--- src/rtl/store_buffer_rv.sv ---
// store_buffer_rv
//   Posted-write store buffer between the RV core data write port and the
//   data-memory bus. Core stores are lane-aligned and queued in an in-order
//   FIFO. The FIFO drains to memory over a valid/ready bus. Core loads are
//   checked against the pending stores.
//
//   Build option: define STORE_BUFFER_FWD_EN to merge pending store bytes into
//   load data (forwarding). Without it, a hit raises owLoadHazard instead.
//
// Ports
//   iwClk, iwRst            clock, synchronous active-high reset
//   iwWriteAddr/Data/Wstrb  core store (right-justified data, strobe != 0 = request)
//   owStall                 store request refused because the FIFO is full
//   iwLoadAddr, iwMemLoadData, owLoadData, owLoadHazard   load check / forward path
//   owBusValid/Addr/Data/Wstrb, iwBusReady                memory write bus (head entry)
//   owFull, owEmpty         FIFO occupancy flags
module store_buffer_rv #(
  parameter int DEPTH = 4
) (
  input  logic        iwClk,
  input  logic        iwRst,
  input  logic [31:0] iwWriteAddr,
  input  logic [31:0] iwWriteData,
  input  logic [3:0]  iwWstrb,
  output logic        owStall,
  input  logic [31:0] iwLoadAddr,
  input  logic [31:0] iwMemLoadData,
  output logic [31:0] owLoadData,
  output logic        owLoadHazard,
  output logic        owBusValid,
  output logic [31:0] owBusAddr,
  output logic [31:0] owBusData,
  output logic [3:0]  owBusWstrb,
  input  logic        iwBusReady,
  output logic        owFull,
  output logic        owEmpty
);
  localparam int PW = $clog2(DEPTH);
  localparam int CW = PW + 1;

  logic [29:0]      r_addr [DEPTH];
  logic [31:0]      r_data [DEPTH];
  logic [3:0]       r_strb [DEPTH];
  logic [DEPTH-1:0] r_vld;
  logic [PW-1:0]    r_wr_ptr;
  logic [PW-1:0]    r_rd_ptr;
  logic [CW-1:0]    r_count;

  logic [1:0]       w_sh;
  logic [3:0]       w_strb;
  logic [31:0]      w_data;
  logic             w_req;
  logic             w_full;
  logic             w_empty;
  logic             w_push;
  logic             w_pop;
  logic [DEPTH-1:0] w_match;
  logic             w_unused;

  // Lane alignment; lanes shifted past bit 3 fall off (word-crossing store truncated).
  assign w_sh   = iwWriteAddr[1:0];
  assign w_strb = iwWstrb << w_sh;
  assign w_data = iwWriteData << {w_sh, 3'b000};

  assign w_req   = |iwWstrb;
  assign w_full  = (r_count == CW'(DEPTH));
  assign w_empty = (r_count == '0);
  // Full is judged on the registered count: a same-cycle pop does not free a slot.
  assign w_push  = w_req && !w_full && (|w_strb);
  assign w_pop   = !w_empty && iwBusReady;

  assign owStall    = w_req && w_full;
  assign owFull     = w_full;
  assign owEmpty    = w_empty;
  assign owBusValid = !w_empty;
  assign owBusAddr  = {r_addr[r_rd_ptr], 2'b00};
  assign owBusData  = r_data[r_rd_ptr];
  assign owBusWstrb = r_strb[r_rd_ptr];

  always_ff @(posedge iwClk) begin
    if (iwRst) begin
      r_wr_ptr <= '0;
      r_rd_ptr <= '0;
      r_count  <= '0;
      r_vld    <= '0;
    end else begin
      if (w_push) begin
        r_addr[r_wr_ptr] <= iwWriteAddr[31:2];
        r_data[r_wr_ptr] <= w_data;
        r_strb[r_wr_ptr] <= w_strb;
        r_vld[r_wr_ptr]  <= 1'b1;
        r_wr_ptr         <= r_wr_ptr + 1'b1;
      end
      // Push and pop never target the same slot: push needs !full, pop needs !empty.
      if (w_pop) begin
        r_vld[r_rd_ptr] <= 1'b0;
        r_rd_ptr        <= r_rd_ptr + 1'b1;
      end
      case ({w_push, w_pop})
        2'b10:   r_count <= r_count + 1'b1;
        2'b01:   r_count <= r_count - 1'b1;
        default: r_count <= r_count;
      endcase
    end
  end

  // Word-address match against every live entry; the store entering this
  // cycle is not yet in r_vld, so it is never checked.
  always_comb begin
    w_match = '0;
    for (int i = 0; i < DEPTH; i++)
      w_match[i] = r_vld[i] && (r_addr[i] == iwLoadAddr[31:2]);
  end

  assign w_unused = ^iwLoadAddr[1:0];

`ifdef STORE_BUFFER_FWD_EN
  // Overlay from oldest (rd_ptr) to youngest so the youngest byte wins.
  always_comb begin
    owLoadData = iwMemLoadData;
    for (int k = 0; k < DEPTH; k++) begin
      if (w_match[r_rd_ptr + PW'(k)]) begin
        for (int b = 0; b < 4; b++)
          if (r_strb[r_rd_ptr + PW'(k)][b])
            owLoadData[8*b +: 8] = r_data[r_rd_ptr + PW'(k)][8*b +: 8];
      end
    end
  end
  assign owLoadHazard = 1'b0;
`else
  assign owLoadData   = iwMemLoadData;
  assign owLoadHazard = |w_match;
`endif

endmodule

--- config.mk ---
export PLATFORM = sky130hd
export DESIGN_NAME = store_buffer_rv
export DESIGN_NICKNAME = d
export VERILOG_FILES = /design/src/rtl/store_buffer_rv.sv
export SDC_FILE = /design/constraint.sdc
export NUM_CORES = 1
export LEC_CHECK = 0
export ABC_AREA = 1
export CAP_MARGIN = 5
export CORE_UTILIZATION = 50
export CTS_BUF_LIST = sky130_fd_sc_hd__clkbuf_8
export DETAILED_ROUTE_END_ITERATION = 8
export PLACE_DENSITY = 0.76
export SLEW_MARGIN = 20
export SYNTH_ARGS = -nofsm -noshare
export SYNTH_HDL_FRONTEND = slang
export SYNTH_SLANG_ARGS = --single-unit
--- constraint.sdc ---
create_clock -name iwClk -period 8.5 [get_ports iwClk]
set_clock_uncertainty 0.05 [all_clocks]
set_input_delay 1.7 -clock iwClk [delete_from_list [all_inputs] [get_ports iwClk]]
set_output_delay 1.7 -clock iwClk [all_outputs]
set_load 0.1 [all_outputs]
* Yosys cells after proc, flatten, opt, wreduce, memory -nomap -nowiden
Memory sizes are Yosys's and may differ from the RTL's. A register that Yosys moved wholly into a read port is not among the register bits.
Index checks and enable logic that the tools add are counted.
** Word-level totals
- Output and inout port bits :: 105
- Memories kept :: 3
- Logic and storage cells :: 61
- Bits in registers :: 11
- Bits in writable memories :: 264
** Memories
- r_data :: depth 4, bits a word 32, rd ports 1, clocked after Yosys merged registers in 1, write ports 1, RTL line 42 : logic [31:0] r_data [DEPTH];
- r_addr :: depth 4, bits a word 30, rd ports 5, clocked after Yosys merged registers in 1, write ports 1, RTL line 41 : logic [29:0] r_addr [DEPTH];
- r_strb :: depth 4, bits a word 4, rd ports 1, clocked after Yosys merged registers in 1, write ports 1, RTL line 43 : logic [3:0] r_strb [DEPTH];
** Cells by class
- Shift-type cells :: 2
- Bitwise operators :: 3
- Add/sub/neg operators :: 4
- Eq/ne operators :: 7
- $lt $le $gt $ge :: 4
- Reductions and logical operators :: 17
- Multiplexer cells :: 17
** Operators with widths (number)
- equality test 30 bit :: 4
- << shifter 32 x 5 -> 32 bit :: 1
- 2-to-1 mux 2 bit :: 6
- 2-to-1 mux 4 bit :: 3
- OR reduction 4 bit :: 3
- logical AND 1 bit :: 10
- less-than comparator 2 x 3 -> 1 bit (second input constant) :: 2
- case mux 3 bit (2 select lines) :: 1
- 2-to-1 mux 1 bit :: 5
- adder 2 x 1 -> 2 bit (second input constant) :: 2
- AND 4 bit :: 1
- demux 1 bit (select 2 bit) :: 2
- greater-or-equal comparator 2 x 1 -> 1 bit (second input constant) :: 2
- inverter 4 bit :: 1
- OR 4 bit :: 1
- << shifter 4 x 2 -> 4 bit :: 1
- adder 3 x 1 -> 3 bit (second input constant) :: 1
- equality test 3 bit (second input constant) :: 1
- zero test 3 bit :: 1
- subtractor 3 x 1 -> 3 bit (second input constant) :: 1
- equality test 2 x 1 -> 1 bit (second input constant) :: 1
- equality test 2 bit (second input constant) :: 1
- zero test 1 bit :: 2
- nonzero test 2 bit :: 1

* Depth between registers and ports, before layout
- Depth in word-level cells :: 9
- Depth in mapped cells :: 13

* Worst setup path before layout
No wires, ideal clock.
- Path kind :: flip-flop to output port
- Start point :: register r_count[2]
- End point :: output port owStall
- Slack :: 2743 ps
- Path buffers :: 0
- Stages on the path, launching flop included :: 5
- Required time :: 6750 ps
- Data arrival time :: 4007 ps
- Path through :: dfxtp_1 -> inv_1 -> nor3_1 -> inv_1 -> nor2_1
** Between the ends
- Word-level cells in the longest chain between the ends :: 2
** RTL lines
- start, declared :: RTL line 47 : logic [CW-1:0] r_count;
- start signal, assigned :: RTL line 100 : 2'b10: r_count <= r_count + 1'b1;
- start signal, assigned :: RTL line 101 : 2'b01: r_count <= r_count - 1'b1;
- start signal, assigned :: RTL line 102 : default: r_count <= r_count;
- equality test 3 bit :: RTL line 66 : assign w_full = (r_count == CW'(DEPTH));
- named net owFull :: RTL line 35 : output logic owFull,
- logical AND 1 bit :: RTL line 72 : assign owStall = w_req && w_full;
- end, declared :: RTL line 25 : output logic owStall,
The timed path passes the listed nets, and every way through them passes these cells.

* Final worst setup path
- Start point :: input port iwLoadAddr[16]
- End point :: output port owLoadHazard
** Between the ends
- Word-level cells in the longest chain between the ends :: 3
- Elaborated cells between the ends (all ways) :: 9
- Those cells by class :: eq/ne (4); reduce/logical (5)
** RTL lines
- start, declared :: RTL line 26 : input logic [31:0] iwLoadAddr,
- equality test 30 bit :: RTL line 112 : w_match[i] = r_vld[i] && (r_addr[i] == iwLoadAddr[31:2]);
- logical AND 1 bit :: RTL line 112
- OR reduction 4 bit * :: RTL line 132 : assign owLoadHazard = |w_match;
- end, declared :: RTL line 29 : output logic owLoadHazard,
Mark *: on every way between the ends. The rest lies on a longest branch, timed or not.

==> impl_metrics.ini <==
[logic_synthesis]
synthCells = 1427
yosysWarningCount = 0
ys_seq_area_share_pct = 61.1
yosysUniqueCellTypes = 33
synth_area_per_cell_sq_um = 9.40
async_flop_share_pct = 0
synth-seq-cells = 277
synth_edf_count = 264
syn_area_sq_um = 13400
synthFlopType = edfxtp_1

[sta]
worst_pin_slew_ns = 1.10
finalSetupViolCount = 0
hold_ws_ns = 0.420
finalSetupTns_ns = 0
post-route-period-util_pct = 71.9
relSlewSlack_pct = 26.7
min_period_ns = 6.11
rsz0062_at_grt = false
fmax_ghz = 0.164
hold_violations = 0
slew_viol_final = 0
setup_ws_ns = 2.39

[job]
cap_violations = 0

[global_route]
grt_max_degree = 83
grtUsageTotal_pct = 25.2
antenna_found_initial = 0
first_global_vias = 10100
grt_pass1_wl_microns = 53300
grt_overflow = 0

[setup_path]
cp_slowest_cell = clkdlybuf4s50_1
ff2ff_path_depth = 7
crit_top_cell = nand2_1
crit_path_end_kind = output pin
critical_path_peak_fanout = 5
crit_family = buffers and inverters
r2r-start = r_count[0]
critical_path_required_ns = 6.75
worst_path_largest_cell_delay_ns = 1.13
r2r_slack_ns = 5.85
critical_path_buf_inv_count = 3
crit_type = input port to output pin
timing.rr.end = r_data[2][20]
crit_chain = clkdlybuf4s50_1 -> inv_1 -> nand2_1 -> nand2_1 -> nor2_1 -> nand2_1 -> nor2_1 -> nand2_1 -> nor2_1 -> nor2_1 -> nand2_1 -> clkdlybuf4s50_1
start_kind = input port
cp.arrival_ns = 4.36

[clock_tree]
cts_tree = done
cts_setup_buffers = 0
clock-sinks = 277
clk-insertion-delay-late_ns = 0.55
clk_pin_slew_ns = 0.06
cts-root-buf = clkbuf_8
numCtsBuffers = 45
clockBufferDepth = 3
cts_max_level = 2
cts_resized = 0
ctsHoldBuffers = 0

[placed_design]
io_buffers = 171
pre_cts_ws_ns = 2.40
gp_congestion = 0.956
dp_cells = 1857
dp_hpwl_microns = 23100

[power_and_ir_drop]
ir_drop_uv = 367
powerDensity_nw_per_um2 = 340
leakage_nw = 6.45

[cells_and_area]
final_nets = 1714
diodes = 0
area_growth_syn_to_layout_pct = 19.5
drive_above_1_share_pct = 5.31
fin_cells = 1935

[die]
rows = 59
die_h_microns = 166
core_sq_um = 26200
start_util_pct = 51.2
die-area_sq_um = 27500
die_w_microns = 166
pin_count = 240

[route]
viasPerCell = 5.38
drtPass1Iterations = 8
post_drt_wl_per_cell_microns = 18.1
drtIter0Drc = 971
route.detailed.drc = 26
num_vias = 10400
routed_wl_microns = 35000
ant_nets = 0

[hold_path]
hp-start = r_vld[2]
hold_depth = 2
hold_path.class = flip-flop to flip-flop
worstHoldEndpoint = r_vld[2]

[outcome]
violations = design-rule violations
run_status = complete, but fails checks
[registers in the layout, indices dropped and copies added (netlist names), named ones only]
register and flops:
r_addr 120, r_count 3, r_data 128, r_rd_ptr 2
r_strb 16, r_vld 4, r_wr_ptr 2
[metal layers]
layer	track usage, %	part of all wire [%]	up-vias
li1	-	-	5020
met3	7.01	10	71
met1	30.8	39	4806
met4	10.7	3.2	0
met5	0	0	-
met2	42.1	48	514
[worst reg2reg max path: stages, from the launching register on]
cell     delay, ns
dfxtp_1       0.42
nor3_1        0.12
inv_1         0.08
nand2_1       0.07
inv_1         0.15
nand3_1       0.17
nor2_4        0.71
buf_4         0.49
[power breakdown]
part | leakage [nW] | switching (mW) | internal [mW]
combinational | 3.45 | 2.07 | 0.568
clock | 0.462 | 0.506 | 0.542
sequential | 2.53 | 0.0879 | 1.67
total | 6.45 | 2.67 | 2.78
[cell usage after synthesis, types with 2 or more instances]
cell      number  area (sq um)
dfxtp_1       13           260
buf_4         35           263
nor2_1       204           766
mux2i_1        6          60.1
nor3_2         2          20.0
clkbuf_2       2          10.0
o22ai_1       47           294
inv_1        149           559
clkbuf_1      39           146
xnor2_1        8          70.1
a22oi_1        9          67.6
nand3_1       11          55.1
inv_2          3          11.3
edfxtp_1     264          7930
buf_2         12          60.1
ha_1           9           113
a21oi_1       89           445
o21ai_0      160           801
xor2_1         6          52.6
nand2_1      346          1300
[cells by family (layout without fill, tap and decap cells)]
family	count (synthesis)	after routing	share of synthesized area [%]
other	1	2	0.0280
AO/OA/AOI/OAI	308	308	12.3
flip-flops	277	277	61.1
AND/OR/NAND/NOR	569	569	16.3
multiplexers	6	6	0.448
adder cells (fa/ha/maj)	10	10	0.989
XOR/XNOR	14	14	0.915
buffers and inverters	242	414	7.94
[cells in the final DEF (no fill, tap or decap), types with 2 or more instances in the layout]
cell / synthesis / final
a21oi_1: 89 / 89
a22oi_1: 9 / 9
buf_4: 35 / 11
clkbuf_8: 0 / 47
clkdlybuf4s50_1: 0 / 171
clkinv_1: 0 / 10
clkinv_2: 0 / 4
conb_1: 1 / 2
dfxtp_1: 13 / 12
edfxtp_1: 264 / 264
ha_1: 9 / 9
inv_1: 149 / 161
inv_2: 3 / 3
inv_6: 0 / 2
mux2i_1: 6 / 6
nand2_1: 346 / 346
nand3_1: 11 / 11
nor2_1: 204 / 200
nor2_4: 0 / 4
nor3_2: 2 / 2
o21ai_0: 160 / 160
o22ai_1: 47 / 47
xnor2_1: 8 / 8
xor2_1: 6 / 6
[metrics by stage]
stage	instance area [sq um]	utilization, %	total power, mW
detailed placement	15200	58.1	4.42
global route	16000	61.1	5.66
CTS	16000	61.1	5.46
floorplan	13400	-	3.82
finish	16000	61.1	5.45
global placement	15200	58.0	4.39
[worst max-delay path by stage]
stage | startpoint | endpoint | slack (ns) | depth (start not counted)
6_report | iwLoadAddr[16] | owLoadHazard | 2.39 | 12
5_1_grt | iwLoadAddr[2] | owLoadHazard | 2.22 | 12
4_1_cts | iwLoadAddr[7] | owLoadHazard | 2.41 | 12
3_5_place_dp | iwLoadAddr[7] | owLoadHazard | 2.40 | 12
3_3_place_gp | iwLoadAddr[16] | owLoadHazard | 2.41 | 12
2_1_floorplan | r_count[2] | owStall | 2.74 | 4
[area by class of cell]
type | instances | area (sq um)
Clock buffer | 47 | 647
Clock inverter | 31 | 161
Fill cell | 2132 | 10200
Inverter | 152 | 573
Multi-Input combinational cell | 909 | 4190
Sequential cell | 277 | 8190
Tap cell | 335 | 419
Timing Repair Buffer | 184 | 1840
Power figures use the tool's default switching activity.
